--- config.mk ---
export PLATFORM = sky130hd
export DESIGN_NAME = matmul_arbiter
export DESIGN_NICKNAME = d
export VERILOG_FILES = /design/src/rtl/matmul_arbiter.sv
export SDC_FILE = /design/constraint.sdc
export NUM_CORES = 1
export LEC_CHECK = 0
export ABC_AREA = 1
export CAP_MARGIN = 40
export CORE_AREA = 2 2 97 99
export CTS_CLUSTER_SIZE = 40
export DETAILED_ROUTE_END_ITERATION = 7
export DIE_AREA = 0 0 99 101
export PLACE_DENSITY_LB_ADDON = 0.12
export SETUP_SLACK_MARGIN = 0.5
export SLEW_MARGIN = 0
export SYNTH_ARGS = -nofsm -noshare
export SYNTH_HDL_FRONTEND = slang
export SYNTH_SLANG_ARGS = --single-unit
--- constraint.sdc ---
create_clock -name clk -period 1.1 [get_ports clk]
set_input_delay 0.165 -clock clk [delete_from_list [all_inputs] [get_ports clk]]
set_output_delay 0.165 -clock clk [all_outputs]
set_load 0.01 [all_outputs]
--- src/rtl/matmul_arbiter.sv ---
// matmul_arbiter: two-requester round-robin scheduler for the shared 2x2 matmul datapath.
//
// Accepts a full operand set from one of two requesters, holds the operands on mm_a/mm_b for
// SETTLE cycles, captures the combinational product from mm_c and returns it, tagged with the
// requester id, over a valid/ready response channel.
//
// Ports:
//   clk                  rising-edge clock
//   nRST                 synchronous active-low reset
//   req0_valid/ops/ready requester 0 handshake, ops = {A00,A01,A10,A11,B00,B01,B10,B11}
//   req1_valid/ops/ready requester 1 handshake, same layout
//   mm_a, mm_b           registered operands driven to the multiplier
//   mm_c                 product {C00,C01,C10,C11} from the multiplier
//   rsp_valid/id/c/ready response handshake
//   busy                 high whenever a job is in flight (state is not idle)
module matmul_arbiter #(
    parameter int unsigned SETTLE = 1
) (
    input  logic        clk,
    input  logic        nRST,
    input  logic        req0_valid,
    input  logic [31:0] req0_ops,
    output logic        req0_ready,
    input  logic        req1_valid,
    input  logic [31:0] req1_ops,
    output logic        req1_ready,
    output logic [15:0] mm_a,
    output logic [15:0] mm_b,
    input  logic [31:0] mm_c,
    output logic        rsp_valid,
    output logic        rsp_id,
    output logic [31:0] rsp_c,
    input  logic        rsp_ready,
    output logic        busy
);

    typedef enum logic [1:0] {
        StIdle,
        StRun,
        StResp
    } state_e;

    state_e      state_q, state_d;
    logic [15:0] mm_a_q, mm_a_d;
    logic [15:0] mm_b_q, mm_b_d;
    logic [31:0] rsp_c_q, rsp_c_d;
    logic        rsp_valid_q, rsp_valid_d;
    logic        rsp_id_q, rsp_id_d;
    logic        last_grant_q, last_grant_d;
    logic [2:0]  cnt_q, cnt_d;

    logic        grant;
    logic        grant_vld;
    logic        accept;
    logic [31:0] grant_ops;

    // Grant: a lone requester always wins; on a tie the one not served last wins.
    always_comb begin
        grant     = 1'b0;
        grant_vld = req0_valid | req1_valid;
        if (req0_valid && req1_valid) begin
            grant = ~last_grant_q;
        end else if (req1_valid) begin
            grant = 1'b1;
        end
        grant_ops = grant ? req1_ops : req0_ops;
    end

    // Ready is forced low while reset is asserted so nothing looks accepted on a reset edge.
    assign req0_ready = nRST && (state_q == StIdle) && grant_vld && !grant;
    assign req1_ready = nRST && (state_q == StIdle) && grant_vld && grant;
    assign accept     = (req0_valid && req0_ready) || (req1_valid && req1_ready);

    always_comb begin
        state_d      = state_q;
        mm_a_d       = mm_a_q;
        mm_b_d       = mm_b_q;
        rsp_c_d      = rsp_c_q;
        rsp_valid_d  = rsp_valid_q;
        rsp_id_d     = rsp_id_q;
        last_grant_d = last_grant_q;
        cnt_d        = cnt_q;

        case (state_q)
            StIdle: begin
                if (accept) begin
                    mm_a_d       = grant_ops[31:16];
                    mm_b_d       = grant_ops[15:0];
                    rsp_id_d     = grant;
                    last_grant_d = grant;
                    cnt_d        = 3'(SETTLE);
                    state_d      = StRun;
                end
            end
            StRun: begin
                // cnt reaching 1 marks the last settle cycle; mm_c is sampled on this edge.
                if (cnt_q == 3'd1) begin
                    rsp_c_d     = mm_c;
                    rsp_valid_d = 1'b1;
                    state_d     = StResp;
                end else begin
                    cnt_d = cnt_q - 3'd1;
                end
            end
            StResp: begin
                if (rsp_ready) begin
                    rsp_valid_d = 1'b0;
                    state_d     = StIdle;
                end
            end
            default: begin
                state_d = StIdle;
            end
        endcase
    end

    always_ff @(posedge clk) begin
        if (!nRST) begin
            state_q      <= StIdle;
            mm_a_q       <= 16'h0;
            mm_b_q       <= 16'h0;
            rsp_c_q      <= 32'h0;
            rsp_valid_q  <= 1'b0;
            rsp_id_q     <= 1'b0;
            last_grant_q <= 1'b1;
            cnt_q        <= 3'd0;
        end else begin
            state_q      <= state_d;
            mm_a_q       <= mm_a_d;
            mm_b_q       <= mm_b_d;
            rsp_c_q      <= rsp_c_d;
            rsp_valid_q  <= rsp_valid_d;
            rsp_id_q     <= rsp_id_d;
            last_grant_q <= last_grant_d;
            cnt_q        <= cnt_d;
        end
    end

    assign mm_a      = mm_a_q;
    assign mm_b      = mm_b_q;
    assign rsp_c     = rsp_c_q;
    assign rsp_valid = rsp_valid_q;
    assign rsp_id    = rsp_id_q;
    assign busy      = (state_q != StIdle);

endmodule

==> impl_metrics.env <==
export IMPL_synth_area_leaders="dfxtp_1 (47%), nand2_1 (17%), nor2_1 (8.7%)"
export IMPL_cts_tree="built"
export IMPL_ioPinCount=170
export IMPL_r2r_cells=8
export IMPL_clock_latency_ps=340
export IMPL_setup_reg_to_reg_worst_slack_ps=-250
export IMPL_hp_start="req0_ops[9]"
export IMPL_grt_overflow=0
export IMPL_whs_ps=386
export IMPL_swShare_pct=27.1
export IMPL_critical_path_top_delay_family="simple AND/OR/NAND/NOR gates"
export IMPL_cts_max_level=3
export IMPL_p_leak_nw=2.62
export IMPL_synth_edf_count=0
export IMPL_yosysWarnings=0
export IMPL_synthArstFlopShare_pct=0
export IMPL_crit_chain="nor2_4 -> nand3_4 -> nor2_2 -> buf_2"
export IMPL_min_to="mm_b[9]"
export IMPL_p_clk_share_pct=33.5
export IMPL_die_h_um=101
export IMPL_wirelength_mm=10.5
export IMPL_combPwrFrac_pct=27.4
export IMPL_worst_clock_skew_ps=9.23
export IMPL_drive_above_1_share_pct=41.4
export IMPL_antenna_found_initial=0
export IMPL_finalCritPeriodShare_pct=125
export IMPL_peakVddDrop_mv=0.785
export IMPL_rows=35
export IMPL_synth_top_area_share_pct=47.5
export IMPL_synth_fp_nets=543
export IMPL_fin_nets=746
export IMPL_worst_path_stages=4
export IMPL_grt_pass1_vias=3316
export IMPL_r2r_end="rsp_c[4]"
export IMPL_cts_buffers=9
export IMPL_relSlewSlack_pct=78.2
export IMPL_yosysMostFrequentCell="nand2_1"
export IMPL_cts_sinks=72
export IMPL_ctsLongestPathBuffers=2
export IMPL_start_util_pct=33.8
export IMPL_violations="negative setup slack"
export IMPL_n_antenna_cell=0
export IMPL_portBuffers=169
export IMPL_core_area_um2=8980
export IMPL_drt_iter0_markers=87
export IMPL_critPathLaunchType="flip-flop"
export IMPL_grt_max_degree=37
export IMPL_synthDistinctLibCells=18
export IMPL_netlist_area_um2=3040
export IMPL_vias=3588
export IMPL_regToRegStartpoint="state_q[0]"
export IMPL_setup_ws_ps=-278
export IMPL_wl_per_cell_um=13.8
export IMPL_synth_commonest_cells="nand2_1 (141), dfxtp_1 (72), nor2_1 (70)"
export IMPL_clkTransAtPathRegs_ps=80
export IMPL_hpwlAfterDp_mm=6.71
export IMPL_max_freq_ghz=0.726
export IMPL_slowest_delay_ps=340
export IMPL_max_cap_violations=0
export IMPL_grt_pass1_wl_mm=15.3
export IMPL_cp_arrival_ps=1210
export IMPL_end_kind="output port"
export IMPL_setup_viol=75
export IMPL_synth_seq_cells=72
export IMPL_dieArea_um2=10000
export IMPL_cpMaxStageDelayCell="dfxtp_2"
export IMPL_p_sw_mw=2.05
export IMPL_critPathRequiredTime_ps=940
export IMPL_die_w_um=99
export IMPL_cp_max_fo=4
export IMPL_period_needed_ps=1380
export IMPL_pwr_share_seq_pct=39.1
export IMPL_pwr_density_cell_nw_per_um2=1260
export IMPL_synth_avg_cell_area_um2=6.90
export IMPL_hold_path_class="in2reg"
export IMPL_gp_congestion=0.778
export IMPL_ys_seq_area_share_pct=47.5
export IMPL_drc=0
export IMPL_antenna_left=0
export IMPL_hold_viol=0
export IMPL_vias_per_cell=4.73
export IMPL_synthCells=440
export IMPL_p_total_mw=7.57
export IMPL_status="complete, but fails checks"
export IMPL_worst_pin_slew_ps=327
export IMPL_synth_area_leader_cell="dfxtp_1"
export IMPL_dominantRegCellSynth="dfxtp_1"
export IMPL_path_buf_inv=1
export IMPL_power_internal_mw=5.52
export IMPL_maxSlewViolCount=0
export IMPL_drtPass1Iterations=4
export IMPL_hold_depth=3
export IMPL_grtUsageTotal_pct=19.2
export IMPL_rsz0062_at_grt="yes"
export IMPL_syn_to_final_growth_pct=97.9
export IMPL_path_class="reg2out"
export IMPL_cts_root_buf="clkbuf_8"
-- cell families after synthesis --
family / after synthesis / share of synthesized area [%]
AOI/OAI and AO/OA: 69 / 11.4
adders and majority gates: 2 / 0.824
buffers and inverters: 45 / 6.68
DFF: 72 / 47.5
and+or+nand+nor: 252 / 33.6
-- registers in the layout, summed over array words and instances (netlist names) --
| signal | flops |
|---|---|
| rsp_id | 1 |
| cnt_q | 3 |
| rsp_valid | 1 |
| mm_b | 16 |
| rsp_c | 32 |
| state_q | 2 |
| mm_a | 16 |
| last_grant_q | 1 |
-- how the worst max path moves through the flow --
stage	startpoint	endpoint	slack, ps
3_5_place_dp	req1_valid	req1_ready	-760
6_report	state_q[0]	req0_ready	-280
2_1_floorplan	state_q[0]	rsp_c[0]	40
3_3_place_gp	req1_valid	req1_ready	-760
5_1_grt	state_q[0]	cnt_q[0]	-350
4_1_cts	state_q[1]	req1_ready	-310
-- per-stage QoR --
stage                     util (%)  setup TNS, ps  instance area, µm²  std cells  worst slack [ps]
after floorplan                  -              0                3130        440              42.8
after detailed placement      55.7         -33810                5000        717              -765
final                         66.9         -15560                6010        759              -278
after CTS                     62.6         -16570                5620        744              -310
after global routing          66.9         -21080                6010        759              -352
after global placement        55.7         -35110                5000        717              -758
-- tightest hold or removal path, delay by kind of cell --
family | cells | cell delay, ps
and+or+nand+nor | 2 | 120
buffers and inverters | 1 | 390
-- cells in the final DEF (no fill, tap or decap), types with 2 or more instances in the layout --
master           count
dfxtp_2             71
clkbuf_8             9
a21oi_1             24
nand3_4              2
clkdlybuf4s50_1     98
nand3_1             35
nor2_2               4
buf_8                4
clkinv_8             2
a21oi_2             11
buf_16               4
buf_2                2
nand2_1            139
bufinv_16            3
buf_12               4
clkinvlp_4           2
o21ai_2             29
inv_1                9
nor2_1              65
buf_6               74
nor2_4               3
inv_2                5
clkbuf_16            4
dlygate4sd2_1        2
o21ai_1              4
buf_4               28
-- what timing repair did --
action,in CTS,in global routing
pin swaps,2,33
hold endpoints to repair,0,0
buffers inserted,7,10
hold buffers,0,0
gates resized for setup,432,56
endpoints found under the setup margin,141,141
cloned,4,5
-- power groups by stage --
stage	sequential [mW]	clock, mW	combinational [mW]
after floorplan	3.03	0	0.705
after global placement	2.95	0	1.69
after detailed placement	2.95	0	1.70
after CTS	2.96	2.60	1.86
after global routing	2.99	2.72	2.25
final	2.96	2.54	2.07
-- layout make-up --
| cell class | instances | area [µm²] |
|---|---|---|
| fill | 735 | 2970 |
| timing repair buffer | 220 | 2400 |
| multi-input combinational | 323 | 1600 |
| sequential | 72 | 1530 |
| tap | 111 | 139 |
| clock buffer | 9 | 124 |
| clock inverter | 7 | 119 |
| inverter | 17 | 88.8 |
-- layer usage --
metal / global-route usage, % / wire, µm
met1: 22.5 / 4230
met2: 32.7 / 5160
met3: 5.69 / 890
met4: 8.32 / 202
met5: 0 / 0
Power figures use the tool's default switching activity.
